$ cat src/rtl/lfsr_gen_pkg.sv
// Shared constants for lfsr_gen: feedback modes, the maximal-length tap table
// for 4..32-bit registers, and the Galois mask derived from it.
package lfsr_gen_pkg;

  localparam int MODE_FIB = 0;
  localparam int MODE_GAL = 1;

  typedef enum logic [1:0] {
    OP_HOLD,
    OP_LOAD,
    OP_ADV
  } lfsr_op_e;

  // Each tap t of the polynomial sets bit (t-1) of the mask.
  function automatic logic [31:0] tap_mask(input int width);
    case (width)
      4:       tap_mask = 32'h0000_000C;
      5:       tap_mask = 32'h0000_0014;
      6:       tap_mask = 32'h0000_0030;
      7:       tap_mask = 32'h0000_0060;
      8:       tap_mask = 32'h0000_00B8;
      9:       tap_mask = 32'h0000_0110;
      10:      tap_mask = 32'h0000_0240;
      11:      tap_mask = 32'h0000_0500;
      12:      tap_mask = 32'h0000_0829;
      13:      tap_mask = 32'h0000_100D;
      14:      tap_mask = 32'h0000_2015;
      15:      tap_mask = 32'h0000_6000;
      16:      tap_mask = 32'h0000_D008;
      17:      tap_mask = 32'h0001_2000;
      18:      tap_mask = 32'h0002_0400;
      19:      tap_mask = 32'h0004_0023;
      20:      tap_mask = 32'h0009_0000;
      21:      tap_mask = 32'h0014_0000;
      22:      tap_mask = 32'h0030_0000;
      23:      tap_mask = 32'h0042_0000;
      24:      tap_mask = 32'h00E1_0000;
      25:      tap_mask = 32'h0120_0000;
      26:      tap_mask = 32'h0200_0023;
      27:      tap_mask = 32'h0400_0013;
      28:      tap_mask = 32'h0900_0000;
      29:      tap_mask = 32'h1400_0000;
      30:      tap_mask = 32'h2000_0029;
      31:      tap_mask = 32'h4800_0000;
      32:      tap_mask = 32'h8020_0003;
      default: tap_mask = 32'h0000_0000;
    endcase
  endfunction

  // Coefficients below x^width: every tap t moves to bit t, plus the x^0 term.
  function automatic logic [31:0] poly_mask(input int width);
    logic [63:0] full;
    logic [63:0] keep;
    full = {31'd0, tap_mask(width), 1'b1};
    keep = (64'd1 << width) - 64'd1;
    poly_mask = 32'(full & keep);
  endfunction

endpackage

$ cat src/rtl/lfsr_gen_pulse_sync.sv
// Two-flop synchroniser plus delay flop on the asynchronous pulse input;
// adv_ev is a single-cycle rising-edge event in the clk domain.
module lfsr_gen_pulse_sync (
  input  logic clk,
  input  logic rst_n,
  input  logic pulse,
  output logic adv_ev
);

  logic s1, s2, s3;

  always_ff @(posedge clk) begin
    if (!rst_n) begin
      s1 <= 1'b0;
      s2 <= 1'b0;
      s3 <= 1'b0;
    end else begin
      s1 <= pulse;
      s2 <= s1;
      s3 <= s2;
    end
  end

  assign adv_ev = s2 & ~s3;

endmodule

$ cat src/rtl/lfsr_gen.sv
// Fibonacci/Galois LFSR with seed load, free-run and synchronised pulse advance.
// Optional advance counter on step_cnt when LFSR_GEN_STEP_CNT_EN is defined.
module lfsr_gen
  import lfsr_gen_pkg::*;
#(
  parameter int               WIDTH = 16,
  parameter int               MODE  = MODE_FIB,
  parameter logic [WIDTH-1:0] SEED  = WIDTH'(32'h5EED)
) (
  input  logic             clk,
  input  logic             rst_n,
  input  logic             pulse,
  input  logic             run,
  input  logic             seed_load,
  input  logic [WIDTH-1:0] seed_in,
  output logic [WIDTH-1:0] word,
  output logic             word_valid,
  output logic             wrap,
  output logic             seed_err,
  output logic [31:0]      step_cnt
);

  localparam logic [WIDTH-1:0] TAPS = WIDTH'(tap_mask(WIDTH));
  localparam logic [WIDTH-1:0] POLY = WIDTH'(poly_mask(WIDTH));

  logic             adv_ev;
  logic [WIDTH-1:0] act_seed;
  logic [WIDTH-1:0] nxt;
  logic [WIDTH-1:0] load_val;
  logic             zero_seed;
  lfsr_op_e         op;

  lfsr_gen_pulse_sync u_sync (
    .clk    (clk),
    .rst_n  (rst_n),
    .pulse  (pulse),
    .adv_ev (adv_ev)
  );

  generate
    if (MODE == MODE_GAL) begin : g_gal
      assign nxt = {word[WIDTH-2:0], 1'b0} ^ (word[WIDTH-1] ? POLY : '0);
    end else begin : g_fib
      assign nxt = {word[WIDTH-2:0], ^(word & TAPS)};
    end
  endgenerate

  // Pulse events that collide with a load or with run are dropped, never queued.
  always_comb begin
    op = OP_HOLD;
    if (seed_load)          op = OP_LOAD;
    else if (run || adv_ev) op = OP_ADV;
  end

  assign zero_seed = (seed_in == '0);
  assign load_val  = zero_seed ? SEED : seed_in;

  always_ff @(posedge clk) begin
    if (!rst_n) begin
      word       <= SEED;
      act_seed   <= SEED;
      word_valid <= 1'b0;
      wrap       <= 1'b0;
      seed_err   <= 1'b0;
    end else begin
      word_valid <= (op == OP_ADV);
      wrap       <= (op == OP_ADV) && (nxt == act_seed);
      seed_err   <= (op == OP_LOAD) && zero_seed;
      case (op)
        OP_LOAD: begin
          word     <= load_val;
          act_seed <= load_val;
        end
        OP_ADV:  word <= nxt;
        default: ;
      endcase
    end
  end

`ifdef LFSR_GEN_STEP_CNT_EN
  logic [31:0] cnt_q;

  always_ff @(posedge clk) begin
    if (!rst_n)              cnt_q <= '0;
    else if (op == OP_LOAD)  cnt_q <= '0;
    else if (op == OP_ADV)   cnt_q <= cnt_q + 32'd1;
  end

  assign step_cnt = cnt_q;
`else
  assign step_cnt = '0;
`endif

endmodule

$ cat config.mk
export PLATFORM = sky130hd
export DESIGN_NAME = lfsr_gen
export DESIGN_NICKNAME = d
export VERILOG_FILES = /design/src/rtl/lfsr_gen_pkg.sv /design/src/rtl/lfsr_gen_pulse_sync.sv /design/src/rtl/lfsr_gen.sv
export SDC_FILE = /design/constraint.sdc
export NUM_CORES = 1
export LEC_CHECK = 0
export CELL_PAD_IN_SITES_DETAIL_PLACEMENT = 1
export CELL_PAD_IN_SITES_GLOBAL_PLACEMENT = 1
export CORE_MARGIN = 3
export CORE_UTILIZATION = 33
export DETAILED_ROUTE_END_ITERATION = 6
export GPL_TIMING_DRIVEN = 1
export PLACE_DENSITY_LB_ADDON = 0.1
export SKIP_CTS_REPAIR_TIMING = 1
export SYNTH_ARGS = -nofsm -noshare
export SYNTH_HDL_FRONTEND = slang
export SYNTH_SLANG_ARGS = --single-unit
$ cat constraint.sdc
create_clock -name clk -period 1.2 [get_ports clk]
set_input_delay 0.12 -clock clk [delete_from_list [all_inputs] [get_ports clk]]
set_output_delay 0.12 -clock clk [all_outputs]
set_load 0.05 [all_outputs]
==> results.py <==
metrics = {
    "worst_setup_path": {
        "required_ps": 1390,
        "crit_arrival_ps": 1390,
        "cp-start-kind": "flop",
        "worstSetupEndpointType": "flop",
        "cp_max_fo": 4,
        "crit_type": "flop to flop",
        "r2r_cells": 4,
    },
    "global_routing": {
        "grt_pass1_vias": 1859,
        "grt_usage_pct": 17.23,
        "grt_pass1_wl_mm": 9.508,
        "grt_max_degree": 21,
        "grt_overflow": 0,
        "antenna_found_initial": 0,
    },
    "sta": {
        "fmax_ghz": 0.8368,
        "period_share_pct": 99.59,
        "hold_viol": 0,
        "skew_ps": 2.563,
        "rsz0062_at_grt": "true",
        "drv_slew": 0,
        "finalSetupTns_ps": 0,
        "fin_crit_ps": 1195,
        "setup_violations": 0,
    },
    "layout": {
        "antenna_cells": 0,
        "nets": 329,
        "final_common_cell": "buf_4",
        "most-common-layout-cells": "37 x buf_4, 32 x conb_1, 24 x dfxtp_1",
        "syn_to_final_growth_pct": 55.32,
        "layoutNonFillerInstCount": 381,
        "drive_gt1_share_pct": 41.42,
    },
    "yosys": {
        "synth_top_area_cell": "dfxtp_1",
        "syn_inst": 233,
        "netlist.area_leader.share_pct": 37.37,
        "ys_warn_count": 0,
        "ys_types": 29,
        "synth_area_per_cell_um2": 8.737,
        "seq_area_frac_synth_pct": 37.37,
        "syn-cell-area_um2": 2036,
        "synthTopCellsByArea": "dfxtp_1 37%, buf_4 13%, o21ai_2 8.2%",
        "ys_ff_latch": 38,
    },
    "cts": {
        "cts.sink_count": 38,
        "ctsRootBufferMaster": "clkbuf_8",
        "clk_pin_slew_worst_paths_ps": 70,
        "clockBufferDepth": 2,
        "clk_latency_ps": 290,
        "cts.htree.levels": 2,
        "cts_tree": "done",
        "cts_buffers": 5,
    },
    "placed_design": {
        "gp_congestion": 0.7994,
        "hpwl_mm": 4.725,
        "numPortBuffers": 39,
        "post-place-cells": 373,
    },
    "routing": {
        "vias": 1798,
        "drt_pass1_iterations": 4,
        "drc": 0,
        "drtIter0Drc": 70,
        "routed_wl_mm": 6.052,
        "routedWlPerCell_um": 15.88,
        "viasPerCell": 4.719,
        "postRouteAntennaNets": 0,
    },
    "worst_hold_path": {
        "holdPathStages": 3,
        "worstHoldPathType": "input pin to flop",
    },
    "status": {
        "status": "complete, no violations",
    },
    "floorplanning": {
        "fp.dieH_um": 84.54,
        "io_pins": 72,
        "die_x_um": 84.54,
        "start_util_pct": 35.45,
        "placementRows": 27,
        "dieArea_um2": 7147,
        "coreArea_um2": 5743,
    },
    "run": {
        "maxCapViolCount": 0,
    },
    "power_and_ir_drop": {
        "power_per_cell_area_nw_per_um2": 1103,
        "leakagePower_nw": 1.459,
        "ir_drop_v": 0.0004412,
    },
}
[layout make-up]
type,instances,area (µm²)
clock buffers,6,72.57
clock inverters,2,8.758
fillers,658,2581
inverters,12,45.04
multi-input cells,168,1156
flip-flops and latches,38,785.8
well taps,72,90.09
repair buffers,83,1003
[final timing paths]
check	from	to	slack, ps
min	seed_in[8]	act_seed[8]	210
max reg2reg	word[12]	word[0]	5
max	word[12]	word[0]	5
min reg2reg	u_sync.s1	u_sync.s2	440
[kinds of logic (layout without fill, tap and decap cells)]
kind of cell	count (synthesis)	count (layout)	share of synthesized area, %
multiplexers	5	5	2.459
flip-flops	38	38	37.37
buffers and inverters	58	103	18.19
AND/OR/NAND/NOR	60	60	13.64
XOR/XNOR	19	19	8.175
other	1	32	0.1842
AO/OA/AOI/OAI	52	52	19.98
[routing by layer]
layer	GRT usage, %	up-vias	routed length, µm
met5	0	-	0
met4	6.043	0	65
met3	3.827	5	241
met2	28.26	43	3017
met1	22.22	871	2727
li1	-	879	-
[cell usage after synthesis (all sizes together)]
cell    count
buf        39
dfxtp      38
o21ai      35
nor2       32
xnor2      15
inv        12
o311a      10
nand2       8
clkbuf      7
a311oi      5
mux2i       5
nor3        5
nor4        4
xor2        4
and2        3
nand4       3
nand3       2
and2b       1
and4        1
conb        1
nor2b       1
o21a        1
o311ai      1
[report_power, final]
| part | switching, mW | internal (mW) |
|---|---|---|
| clock network | 0.447 | 0.400 |
| registers | 0.0786 | 1.34 |
| logic | 0.711 | 0.508 |
[metrics by stage]
step           cell area (µm²)  power (mW)  hold slack [ps]  setup WS (ps)  utilization [%]
5_1_grt                   3162       3.651            220.1         -73.18            55.05
3_5_place_dp              2902       2.625            436.1         -549.8            50.52
6_report                  3162       3.489            205.7          4.977            55.05
2_1_floorplan             2173       2.200            241.7         -18.01                -
3_3_place_gp              2902       2.609            424.3         -541.3            50.52
4_1_cts                   2983       3.470            421.2         -254.8            51.94
[critical path: stages (launching register included)]
cell and delay (ps):
dfxtp_4 360, xor2_1 170, xnor2_1 250, nor2_1 100, o311ai_1 220
[state kept, by name (all words and copies together) (netlist names)]
register,flops
word,16
act_seed,16
u_sync.s1,1
u_sync.s2,1
word_valid,1
seed_err,1
wrap,1
u_sync.s3,1
Note: power is estimated with default switching activity, not from simulation.
